$ cat config.mk
export PLATFORM = sky130hd
export DESIGN_NAME = vector_seq_ctrl
export DESIGN_NICKNAME = d
export VERILOG_FILES = /design/src/rtl/vector_seq_ctrl.sv
export SDC_FILE = /design/constraint.sdc
export NUM_CORES = 1
export LEC_CHECK = 0
export ABC_AREA = 1
export BUFFER_PORTS_ARGS = -buffer_cell sky130_fd_sc_hd__clkbuf_2
export CAP_MARGIN = 20
export CORE_ASPECT_RATIO = 0.7
export CORE_UTILIZATION = 35
export CTS_CLUSTER_DIAMETER = 40
export DETAILED_ROUTE_END_ITERATION = 10
export PLACE_DENSITY_LB_ADDON = 0.1
export SKIP_LAST_GASP = 1
export SLEW_MARGIN = 5
export SYNTH_ARGS = -nofsm -noshare
export SYNTH_HDL_FRONTEND = slang
export SYNTH_SLANG_ARGS = --single-unit
$ cat constraint.sdc
create_clock -name clk -period 1.8 [get_ports clk]
set_clock_uncertainty 0.05 [all_clocks]
set_input_delay 0.45 -clock clk [delete_from_list [all_inputs] [get_ports clk]]
set_output_delay 0.45 -clock clk [all_outputs]
set_load 0.01 [all_outputs]
$ cat src/rtl/vector_seq_ctrl.sv
// Vector sequencer for a combinational circuit under test: fetch, apply, settle, capture and
// compare each stored vector against its golden response, counting mismatches.
module vector_seq_ctrl #(
  parameter int unsigned IN_W       = 41,
  parameter int unsigned OUT_W      = 32,
  parameter int unsigned DEPTH      = 7,
  parameter int unsigned ADDR_W     = 3,
  parameter int unsigned SETTLE_CYC = 2,
  parameter int unsigned ERR_W      = 8
) (
  input  logic              clk,
  input  logic              rst_n,
  input  logic              start,
  input  logic              abort,
  output logic [ADDR_W-1:0] vec_addr,
  input  logic [IN_W-1:0]   vec_rdata,
  input  logic [OUT_W-1:0]  exp_rdata,
  output logic [IN_W-1:0]   dut_in,
  input  logic [OUT_W-1:0]  dut_out,
  output logic              cap_valid,
  output logic [OUT_W-1:0]  cap_data,
  output logic [ADDR_W-1:0] cap_idx,
  output logic              cap_mismatch,
  output logic [ERR_W-1:0]  err_cnt,
  output logic [ADDR_W-1:0] first_err_idx,
  output logic              busy,
  output logic              done
);

  localparam int unsigned CNT_W = (SETTLE_CYC > 1) ? $clog2(SETTLE_CYC) : 1;

  typedef enum logic [2:0] {
    StIdle,
    StFetch,
    StApply,
    StSettle,
    StCapture,
    StDone
  } state_e;

  state_e             state_q, state_d;
  logic [ADDR_W-1:0]  idx_q;
  logic [CNT_W-1:0]   settle_q;
  logic [OUT_W-1:0]   exp_q;
  logic               do_start, do_apply, do_capture;
  logic               last_vec, mismatch;

  assign last_vec = (idx_q == ADDR_W'(DEPTH - 1));
  assign mismatch = (dut_out != exp_q);
  assign busy     = (state_q != StIdle) && (state_q != StDone);
  assign done     = (state_q == StDone);

  always_ff @(posedge clk or negedge rst_n) begin
    if (!rst_n) begin
      state_q <= StIdle;
    end else begin
      state_q <= state_d;
    end
  end

  // Abort beats everything while busy; in IDLE/DONE it only matters when paired with start.
  always_comb begin
    state_d    = state_q;
    do_start   = 1'b0;
    do_apply   = 1'b0;
    do_capture = 1'b0;
    unique case (state_q)
      StIdle, StDone: begin
        if (start) begin
          if (abort) begin
            state_d = StIdle;
          end else begin
            state_d  = StFetch;
            do_start = 1'b1;
          end
        end
      end
      StFetch: begin
        state_d = abort ? StIdle : StApply;
      end
      StApply: begin
        if (abort) begin
          state_d = StIdle;
        end else begin
          do_apply = 1'b1;
          state_d  = StSettle;
        end
      end
      StSettle: begin
        if (abort) begin
          state_d = StIdle;
        end else if (settle_q == '0) begin
          state_d = StCapture;
        end
      end
      StCapture: begin
        if (abort) begin
          state_d = StIdle;
        end else begin
          do_capture = 1'b1;
          state_d    = last_vec ? StDone : StFetch;
        end
      end
      default: state_d = StIdle;
    endcase
  end

  always_ff @(posedge clk or negedge rst_n) begin
    if (!rst_n) begin
      idx_q         <= '0;
      settle_q      <= '0;
      exp_q         <= '0;
      vec_addr      <= '0;
      dut_in        <= '0;
      cap_valid     <= 1'b0;
      cap_data      <= '0;
      cap_idx       <= '0;
      cap_mismatch  <= 1'b0;
      err_cnt       <= '0;
      first_err_idx <= '0;
    end else begin
      cap_valid <= 1'b0;
      if (do_start) begin
        idx_q         <= '0;
        vec_addr      <= '0;
        err_cnt       <= '0;
        first_err_idx <= '0;
      end
      if (do_apply) begin
        dut_in   <= vec_rdata;
        exp_q    <= exp_rdata;
        settle_q <= CNT_W'(SETTLE_CYC - 1);
      end else if (state_q == StSettle && settle_q != '0) begin
        settle_q <= settle_q - CNT_W'(1);
      end
      if (do_capture) begin
        cap_valid    <= 1'b1;
        cap_data     <= dut_out;
        cap_idx      <= idx_q;
        cap_mismatch <= mismatch;
        if (mismatch) begin
          if (err_cnt != '1) begin
            err_cnt <= err_cnt + ERR_W'(1);
          end
          if (err_cnt == '0) begin
            first_err_idx <= idx_q;
          end
        end
        // vec_addr is loaded together with idx so the ROM sees it during FETCH.
        if (!last_vec) begin
          idx_q    <= idx_q + ADDR_W'(1);
          vec_addr <= idx_q + ADDR_W'(1);
        end
      end
    end
  end

endmodule
==> impl_metrics.tcl <==
set metrics [dict create \
    antenna_left 0 \
    postSynthAreaPerCell_um2 10.0 \
    drt_wl_total_mm 15.2 \
    vias 4681 \
    power_uw 12400 \
    h-tree-depth 4 \
    die_x_um 156 \
    core-area_um2 15800 \
    criticalPathCategory "reg -> out" \
    hold_violations 0 \
    die_y_um 110 \
    synth_edf_count 0 \
    relSlewSlack_pct 70.4 \
    cts.sinks 131 \
    ys_ff_latch 131 \
    final_nets 918 \
    synth_area_leader_cell "dfrtp_1" \
    critPathLaunchType "register" \
    dieArea_um2 17100 \
    numCtsBuffers 17 \
    maxCapViolations 0 \
    ys_seq_area_share_pct 56.6 \
    max-vdd-ir-drop_v 0.000756 \
    gp_congestion 0.850 \
    cts_root_buf "clkbuf_16" \
    boundaryPins 203 \
    cpPeakStageDelay_ns 0.42 \
    syn-instance-count 579 \
    first_iter_violations 174 \
    fmax_mhz 556 \
    critical_path_arrival_ns 1.30 \
    drtPass1Iterations 4 \
    fin_area_um2 7850 \
    grt_overflow 0 \
    period_minus_slack_ns 1.80 \
    rsz0062_at_grt "true" \
    num_rows 38 \
    clk_pin_slew_ns 0.07 \
    vias_per_cell 4.51 \
    crit_family "flip-flops" \
    start_util_pct 36.6 \
    setup-violations-final 0 \
    critPathMaxFanout 3 \
    wire_per_inst_um 14.6 \
    crit_path_top_delay_cell "dfrtp_1" \
    yosys-top-cells-area "dfrtp_1 (57%), nand2_1 (12%), mux2_2 (6.6%)" \
    grt_pass1_vias 4742 \
    post-dp-hpwl_mm 11.4 \
    track_usage_pct 19.1 \
    clk_latency_ns 0.41 \
    powerDensity_nw_per_um2 1580 \
    drive_gt1_share_pct 39.0 \
    crit_buf_inv 3 \
    areaGrowthSynthToFinish_pct 35.4 \
    netlist_area_um2 5800 \
    final_core_util_pct 49.6 \
    status "completed" \
    cts_tree "built" \
    async_flop_share_pct 100 \
    grt_max_degree 39 \
    grt_first_pass_wirelength_mm 24.6 \
    endpoint_kind "output port" \
    yosysUniqueCellTypes 29 \
    p_leak_uw 0.00416 \
    fin_crit_sh_pct 99.8 \
    yosys.area.top_type_share_pct 56.6 \
    slew_violations 0 \
    yosysWarnings 0 \
    place_area_um2 7210 \
    min_path_type "in -> reg" \
    n_antenna_cell 0 \
    synthFlopType "dfrtp_1" \
    whs_ns 0.193 \
    io_buffer_count 202 \
    cp.required_ns 1.30 \
    grt_antenna_before_repair 0 \
    path_cells "inv_1 > nand2_2 > o21ai_2 > inv_2 > buf_6" \
    dp.cells 1000 \
    layoutNonFillerInstCount 1038 \
    drc 0 \
    clk_path_buf_depth 2 \
    tightest_slew_ns 0.444 \
    synth_nets 692 \
]
flip-flops by register name, summed over array words and instances (netlist names), 3 cells and up:
name	count
first_err_idx	3
state_q	3
err_cnt	8
cap_idx	3
exp_q	32
cap_data	32
dut_in	41
vec_addr	3
idx_q	3
cell usage after synthesis, types with 5 or more instances:
cell and instances:
mux2_2 34, mux2_1 31, nand4_1 6, o21ai_0 16
inv_2 5, xnor2_1 25, a21oi_1 9, nand2_1 185
buf_2 11, dfrtp_1 131, inv_1 44, nand3_1 18
nor2_1 32
layout by cell type (no fill, tap or decap), drive strengths merged, types with 6 or more instances in the layout:
master  Yosys  final
inv        49     51
nand4       6      6
nor2       36     36
nand2     187    187
mux2       65     65
clkinv      0      8
clkbuf      3    217
dfrtp     131    131
o21ai      18     18
buf        17     26
a21oi       9      9
nand3      19     19
xnor2      25     25
path summary, 6_finish.rpt:
check                         startpoint      endpoint  slack (ns)  depth (start not counted)
min in group asynchronous          rst_n    dut_in[34]        0.49                          2
max reg2reg                   state_q[0]     exp_q[12]        0.03                          6
max                           state_q[1]          busy       0.003                          5
min                        vec_rdata[28]    dut_in[28]        0.19                          2
min reg2reg                 cap_data[21]  cap_data[21]        0.43                          2
max in group asynchronous          rst_n   cap_data[3]        0.59                          3
repair_timing:
action                                  CTS  global route
gates resized for setup                   2            15
hold buffers                              1             0
endpoints found under the setup margin    2            78
buffers inserted                          4             1
hold endpoints to repair                 34             0
pin swaps                                 2             2
layout make-up:
cell class	instances	area, µm²
sequential	131	3280
clock inverter	15	110
fill	1510	7980
inverter	49	184
clock buffer	17	425
multi-input combinational	379	2280
timing repair buffer	227	1300
tap	220	275
logic make-up (layout without fill, tap and decap cells):
| group | Yosys count | count (layout) | synth area share (%) |
|---|---|---|---|
| fa+ha+maj | 4 | 4 | 0.863 |
| compound gates | 31 | 31 | 2.89 |
| mux | 65 | 65 | 12.6 |
| xor+xnor | 28 | 28 | 4.23 |
| buf+inv | 69 | 308 | 5.29 |
| simple gates | 251 | 251 | 17.5 |
| flops | 131 | 131 | 56.6 |
stage by stage:
stage          setup TNS (ns)  setup slack, ns
2_1_floorplan               0            0.335
3_3_place_gp           -0.120          -0.0289
3_5_place_dp           -0.297          -0.0545
4_1_cts               -0.0229          -0.0114
5_1_grt                -0.253          -0.0793
6_report                    0          0.00302
metal layers:
metal	up-vias	GRT usage [%]	wire (µm)
met2	135	29.3	6810
li1	2302	-	-
met3	19	6.11	951
met4	0	7.00	230
met1	2225	25.2	7180
met5	-	0	0
power breakdown:
part	switching, µW	total (µW)	leakage [µW]	internal (µW)
Combinational	2190	4330	0.00227	2140
Clock	1360	3120	0.000251	1760
Sequential	779	4970	0.00164	4190
Total	4330	12400	0.00416	8090
(Power assumes the default switching activity.)
